`config.mk`:
```
export PLATFORM = sky130hd
export DESIGN_NAME = bless_inject_ctrl
export DESIGN_NICKNAME = d
export VERILOG_FILES = /design/src/rtl/bless_inject_ctrl.sv
export SDC_FILE = /design/constraint.sdc
export NUM_CORES = 1
export LEC_CHECK = 0
export BUFFER_PORTS_ARGS = -buffer_cell sky130_fd_sc_hd__buf_4
export CAP_MARGIN = 20
export CORE_UTILIZATION = 52
export DETAILED_ROUTE_END_ITERATION = 10
export PLACE_DENSITY = 0.71
export SLEW_MARGIN = 20
export SYNTH_ARGS = -nofsm -noshare
export SYNTH_HDL_FRONTEND = slang
export SYNTH_SLANG_ARGS = --single-unit
```
`constraint.sdc`:
```
create_clock -name i_clk -period 8 [get_ports i_clk]
set_clock_uncertainty 0.1 [all_clocks]
set_input_delay 1.2 -clock i_clk [delete_from_list [all_inputs] [get_ports i_clk]]
set_output_delay 1.2 -clock i_clk [all_outputs]
set_load 0.005 [all_outputs]
```
`src/rtl/bless_inject_ctrl.sv`:
```
// bless_inject_ctrl
//   Local-node injection/ejection controller for port 4 of the bufferless,
//   age-based 5-port router. Core flits are queued and stamped with
//   {valid, dest, src=NODE_ID, age}. The head flit is then offered to the
//   router through registered outputs. Waiting flits age every cycle, and
//   a head that stays blocked too long raises starve. Ejected flits are
//   captured into a small FIFO for the core.
//
// Ports
//   i_clk, i_rst                 clock (rising edge), async active-low reset
//   i_core_valid/o_core_ready    core injection handshake
//   i_core_dest, i_core_data     destination id and payload of the core flit
//   i_port4_ready                router accepts the offered flit this cycle
//   o_inj_ci, o_inj_di           registered control/data to router port 4
//   i_ej_co, i_ej_do             ejected control/data from router port 4
//   o_ej_valid/i_ej_ready        core ejection handshake
//   o_ej_ctrl, o_ej_data         head of the ejection FIFO (zero when empty)
//   o_starve                     head blocked for >= STARVE_TH cycles
//   o_ej_drop_cnt                ejected flits lost to a full FIFO (saturating)

module bless_inject_ctrl #(
    parameter logic [7:0] NODE_ID   = 8'd0,
    parameter int         INJ_DEPTH = 4,
    parameter int         EJ_DEPTH  = 4,
    parameter int         STARVE_TH = 16
) (
    input  logic         i_clk,
    input  logic         i_rst,
    input  logic         i_core_valid,
    output logic         o_core_ready,
    input  logic [7:0]   i_core_dest,
    input  logic [127:0] i_core_data,
    input  logic         i_port4_ready,
    output logic [27:0]  o_inj_ci,
    output logic [127:0] o_inj_di,
    input  logic [27:0]  i_ej_co,
    input  logic [127:0] i_ej_do,
    output logic         o_ej_valid,
    input  logic         i_ej_ready,
    output logic [27:0]  o_ej_ctrl,
    output logic [127:0] o_ej_data,
    output logic         o_starve,
    output logic [15:0]  o_ej_drop_cnt
);

    localparam int           IAW     = $clog2(INJ_DEPTH);
    localparam int           EAW     = $clog2(EJ_DEPTH);
    localparam logic [IAW:0] INJ_ONE = (IAW+1)'(1);
    localparam logic [EAW:0] EJ_ONE  = (EAW+1)'(1);
    localparam logic [15:0]  WAIT_TH = 16'(STARVE_TH);
    localparam logic [10:0]  AGE_MAX = 11'h7FF;

    typedef struct packed {
        logic        vld;
        logic [7:0]  dest;
        logic [7:0]  src;
        logic [10:0] age;
    } ctrl_t;

    typedef enum logic {S_IDLE, S_OFFER} state_t;

    function automatic logic [10:0] age_inc(input logic [10:0] a);
        return (a == AGE_MAX) ? a : a + 11'd1;
    endfunction

    // ---------------------------------------------------------------
    // Injection FIFO
    // ---------------------------------------------------------------
    logic [7:0]     r_inj_dest [INJ_DEPTH];
    logic [127:0]   r_inj_data [INJ_DEPTH];
    logic [10:0]    r_inj_age  [INJ_DEPTH];
    logic [IAW:0]   r_inj_wr, r_inj_rd;
    state_t         r_state;
    ctrl_t          r_inj_ci;
    logic [127:0]   r_inj_di;
    logic [15:0]    r_wait;

    logic [IAW:0]   w_inj_cnt;
    logic           w_inj_empty, w_inj_full;
    logic           w_inj_push, w_inj_pop, w_inj_more;
    logic [IAW-1:0] w_hd_nxt;
    ctrl_t          w_nxt_ci;

    assign w_inj_cnt   = r_inj_wr - r_inj_rd;
    assign w_inj_empty = (r_inj_wr == r_inj_rd);
    assign w_inj_full  = (r_inj_wr[IAW] != r_inj_rd[IAW]) &&
                         (r_inj_wr[IAW-1:0] == r_inj_rd[IAW-1:0]);
    // core_ready comes from registered pointers, so a pop frees a slot
    // for the core only on the following cycle.
    assign w_inj_push  = i_core_valid && !w_inj_full;
    // OFFER is only ever held with a non-empty FIFO.
    assign w_inj_pop   = (r_state == S_OFFER) && i_port4_ready;
    assign w_inj_more  = (w_inj_cnt > INJ_ONE);

    // Entry that will be at the head after this edge; its age after this
    // edge is what the registered control word must carry.
    assign w_hd_nxt      = r_inj_rd[IAW-1:0] + IAW'(w_inj_pop);
    assign w_nxt_ci.vld  = 1'b1;
    assign w_nxt_ci.dest = r_inj_dest[w_hd_nxt];
    assign w_nxt_ci.src  = NODE_ID;
    assign w_nxt_ci.age  = age_inc(r_inj_age[w_hd_nxt]);

    always_ff @(posedge i_clk) begin
        if (w_inj_push) begin
            r_inj_dest[r_inj_wr[IAW-1:0]] <= i_core_dest;
            r_inj_data[r_inj_wr[IAW-1:0]] <= i_core_data;
        end
    end

    // Every slot ages each cycle; a push restarts its slot at zero. Ages of
    // free slots are meaningless but saturate harmlessly.
    always_ff @(posedge i_clk or negedge i_rst) begin
        if (!i_rst) begin
            for (int i = 0; i < INJ_DEPTH; i++) r_inj_age[i] <= '0;
        end else begin
            for (int i = 0; i < INJ_DEPTH; i++) begin
                if (w_inj_push && (r_inj_wr[IAW-1:0] == IAW'(i)))
                    r_inj_age[i] <= '0;
                else
                    r_inj_age[i] <= age_inc(r_inj_age[i]);
            end
        end
    end

    always_ff @(posedge i_clk or negedge i_rst) begin
        if (!i_rst) begin
            r_inj_wr <= '0;
            r_inj_rd <= '0;
        end else begin
            if (w_inj_push) r_inj_wr <= r_inj_wr + INJ_ONE;
            if (w_inj_pop)  r_inj_rd <= r_inj_rd + INJ_ONE;
        end
    end

    // Injection FSM with registered router-facing outputs.
    always_ff @(posedge i_clk or negedge i_rst) begin
        if (!i_rst) begin
            r_state  <= S_IDLE;
            r_inj_ci <= '0;
            r_inj_di <= '0;
            r_wait   <= '0;
        end else begin
            case (r_state)
                S_IDLE: begin
                    r_wait <= '0;
                    if (!w_inj_empty) begin
                        r_state  <= S_OFFER;
                        r_inj_ci <= w_nxt_ci;
                        r_inj_di <= r_inj_data[w_hd_nxt];
                    end else begin
                        r_inj_ci <= '0;
                        r_inj_di <= '0;
                    end
                end
                S_OFFER: begin
                    if (i_port4_ready) begin
                        r_wait <= '0;
                        if (w_inj_more) begin
                            r_inj_ci <= w_nxt_ci;
                            r_inj_di <= r_inj_data[w_hd_nxt];
                        end else begin
                            r_state  <= S_IDLE;
                            r_inj_ci <= '0;
                            r_inj_di <= '0;
                        end
                    end else begin
                        // Hold the same flit, refreshed with its new age.
                        if (r_wait != 16'hFFFF) r_wait <= r_wait + 16'd1;
                        r_inj_ci <= w_nxt_ci;
                    end
                end
                default: r_state <= S_IDLE;
            endcase
        end
    end

    assign o_core_ready = !w_inj_full;
    assign o_inj_ci     = r_inj_ci;
    assign o_inj_di     = r_inj_di;
    assign o_starve     = (r_wait >= WAIT_TH);

    // ---------------------------------------------------------------
    // Ejection FIFO
    // ---------------------------------------------------------------
    logic [27:0]  r_ej_ctrl [EJ_DEPTH];
    logic [127:0] r_ej_data [EJ_DEPTH];
    logic [EAW:0] r_ej_wr, r_ej_rd;
    logic [15:0]  r_drop;

    logic w_ej_empty, w_ej_full, w_ej_pop, w_ej_push, w_ej_drop;

    assign w_ej_empty = (r_ej_wr == r_ej_rd);
    assign w_ej_full  = (r_ej_wr[EAW] != r_ej_rd[EAW]) &&
                        (r_ej_wr[EAW-1:0] == r_ej_rd[EAW-1:0]);
    assign w_ej_pop   = !w_ej_empty && i_ej_ready;
    // A same-cycle pop makes room, so a full FIFO still accepts the flit.
    assign w_ej_push  = i_ej_co[27] && (!w_ej_full || w_ej_pop);
    assign w_ej_drop  = i_ej_co[27] && w_ej_full && !w_ej_pop;

    always_ff @(posedge i_clk) begin
        if (w_ej_push) begin
            r_ej_ctrl[r_ej_wr[EAW-1:0]] <= i_ej_co;
            r_ej_data[r_ej_wr[EAW-1:0]] <= i_ej_do;
        end
    end

    always_ff @(posedge i_clk or negedge i_rst) begin
        if (!i_rst) begin
            r_ej_wr <= '0;
            r_ej_rd <= '0;
            r_drop  <= '0;
        end else begin
            if (w_ej_push) r_ej_wr <= r_ej_wr + EJ_ONE;
            if (w_ej_pop)  r_ej_rd <= r_ej_rd + EJ_ONE;
            if (w_ej_drop && (r_drop != 16'hFFFF)) r_drop <= r_drop + 16'd1;
        end
    end

    assign o_ej_valid    = !w_ej_empty;
    assign o_ej_ctrl     = w_ej_empty ? 28'h0   : r_ej_ctrl[r_ej_rd[EAW-1:0]];
    assign o_ej_data     = w_ej_empty ? 128'h0  : r_ej_data[r_ej_rd[EAW-1:0]];
    assign o_ej_drop_cnt = r_drop;

endmodule

```
==> impl_metrics.toml <==
[setup_path]
path_buf_inv = 3
worstPathMaxFanout = 69
crit_path_end_kind = "output pin"
crit_top_cell = "buf_4"
critPathKind = "reg -> out"
crit_slowest_cell = "buf_4"
arrival_ps = 4060
cp-start-kind = "flip-flop"
crit_path_max_incr_delay_ps = 900
cp.depth = 5
cp.required_ps = 6700
reg2reg_depth = 9
crit_chain = "buf_4, buf_4, mux4_2, and2_1, buf_4"
crit_family = "buffers and inverters"

[timing]
finalSetupTns_ps = 0
maxSlewHeadroom_pct = 24.3
worstMarginPinSlew_ps = 1130
setup_slack_ps = 2640
period_share_pct = 67.0
clock.fmax_mhz = 187
hold_viol_final = 0
grt_setup_unrepaired = "false"
slew_violations = 0
layout_min_cycle_time_ps = 5360
setup_viol = 0

[floorplanning]
core_um2 = 102000
pin_count = 628
die_w_um = 322
die_h_um = 322
num_rows = 117
die-area_um2 = 104000
start_util_pct = 52.4

[cells_and_area]
fin_cells = 4750
fin_util_pct = 63.2
nets = 3569
finalInstanceArea_um2 = 64300
area_growth_pct = 20.6
layout-drive-gt1-share_pct = 34.9

[global_route]
overflow = 0
grt_pass1_vias = 27822
use_met2_pct = 35.7
grt_pass1_wl_um = 172000
antenna_found_initial = 26
grt_busiest_layer = "met2"
grt_usage_pct = 22.1
grt_max_degree = 160
use_met3_pct = 7.52
met1_usage_pct = 28.4

[clock_tree]
clock_path_buffers = 3
cts_tree = "yes"
ctsResizeCount = 0
cts_max_level = 4
path_clk_slew_ps = 60
cts_hold_buf = 0
cts_root_buf = "clkbuf_16"
cts_buffers = 145
post-cts-setup-buffers = 0
cts_num_sinks = 1404
insertion_delay_ps = 750

[route]
postRouteAntennaNets = 0
route.vias.total = 27052
wirelength_um = 115000
viasPerCell = 5.70
drt_iter0_drc = 1983
drc = 0
dr.pass1.iters = 6
wire_per_inst_um = 24.3

[outcome]
outcome = "complete, no violations"

[placed_design]
portBuffers = 619
dpl_cell_area_um2 = 59500
dp_hpwl_um = 68600
pre_cts_slack_ps = 3300
place_inst = 4469
gp_congestion = 0.794

[hold_path]
worstHoldPathType = "reg -> reg"
holdPathStages = 1

[synth]
syn_area_um2 = 53300
yosysTopAreaCellShare_pct = 65.8
yosys-top-cells-area = "edfxtp_1 (66%), mux4_2 (12%), dfrtp_1 (11%)"
yosysSeqAreaShare_pct = 76.8
synthArstFlopShare_pct = 16.8
yosysWarnings = 0
synth_cell_type_count = 62
yosys-top-cells-count = "edfxtp_1 (1,168), mux4_2 (294), dfrtp_1 (236)"
yosysMostFrequentCell = "edfxtp_1"
synth_edf_count = 1168
synth_cells = 2589
yosysTopAreaCell = "edfxtp_1"
syn_avg_cell_area_um2 = 20.6
synth-seq-cells = 1404
synthFlopType = "edfxtp_1"

[pwr]
p_leak_uw = 0.0233
power_density_nw_per_um2 = 406
worst_ir_drop_vdd_mv = 0.341

[job]
drv_cap = 0
## per-layer routing
metal  vias to the layer above  wire, µm
li1                      11730         -
met1                     14214     44800
met2                       878     57100
met3                       202     10200
met4                        28      2970
met5                         -       176
## power by group
group          switching, µW  internal, µW
clock                   2780          3820
sequential               730          9880
combinational           4410          4520
## sequential cells by signal, summed over array words and instances, names as in the netlist
signal         count
r_ej_data        512
r_inj_data       512
o_inj_di         128
r_ej_ctrl        112
r_inj_age         44
r_inj_dest        32
o_inj_ci          20
o_ej_drop_cnt     16
r_wait            16
r_ej_rd            3
r_ej_wr            3
r_inj_rd           3
r_inj_wr           3
## final timing paths
| path | slack (ps) | from | end |
|---|---|---|---|
| max in group asynchronous | 6080 | i_rst | r_ej_rd[1]$_DFFE_PN0P_ |
| min in group asynchronous | 420 | i_rst | o_inj_di[95]$_DFFE_PN0P_ |
| max | 2640 | r_ej_rd[1]$_DFFE_PN0P_ | o_ej_ctrl[25] |
| min reg2reg | 400 | o_inj_di[11]$_DFFE_PN0P_ | o_inj_di[11]$_DFFE_PN0P_ |
| max reg2reg | 4280 | o_inj_ci[27]$_DFF_PN0_ | o_inj_ci[4]$_DFF_PN0_ |
| min | 400 | o_inj_di[11]$_DFFE_PN0P_ | o_inj_di[11]$_DFFE_PN0P_ |
## area by class of cell
cell class	count	area (µm²)
Inverter	20	75.1
Clock buffer	195	3940
Clock inverter	74	791
Antenna cell	11	27.5
Fill cell	6916	37400
Tap cell	1368	1710
Timing Repair Buffer	647	5000
Sequential cell	1404	41000
Multi-Input combinational cell	1031	11800
## cells by family after synthesis
kind of cell               synth area share [%]
AOI/OAI and AO/OA                          2.96
and+or+nand+nor                            4.24
other                                   0.00703
buffers and inverters                      1.33
muxes                                      12.8
xor gates and xnor gates                   1.22
DFF                                        76.8
adders and majority gates                 0.554
## stage by stage
stage,total power (µW),hold WS (ps)
2_1_floorplan,16200,362
3_3_place_gp,19600,382
3_5_place_dp,19800,392
4_1_cts,26500,401
5_1_grt,27400,422
6_report,26100,401
## placed cells by master, fill, tap and decap left out, drive strengths merged, types with 17 or more instances in the layout
master | Yosys | routed
mux2i | 17 | 17
clkbuf | 72 | 195
xor2 | 37 | 37
edfxtp | 1168 | 1168
ha | 22 | 22
a21oi | 19 | 19
nor2 | 86 | 86
nand3 | 25 | 25
mux4 | 294 | 294
a22o | 128 | 128
nand2 | 49 | 49
inv | 20 | 30
nand4 | 19 | 19
and2 | 174 | 174
buf | 69 | 647
clkinv | 0 | 50
dfrtp | 236 | 236
xnor2 | 34 | 34
No activity file was read; power rests on OpenSTA's default activity.
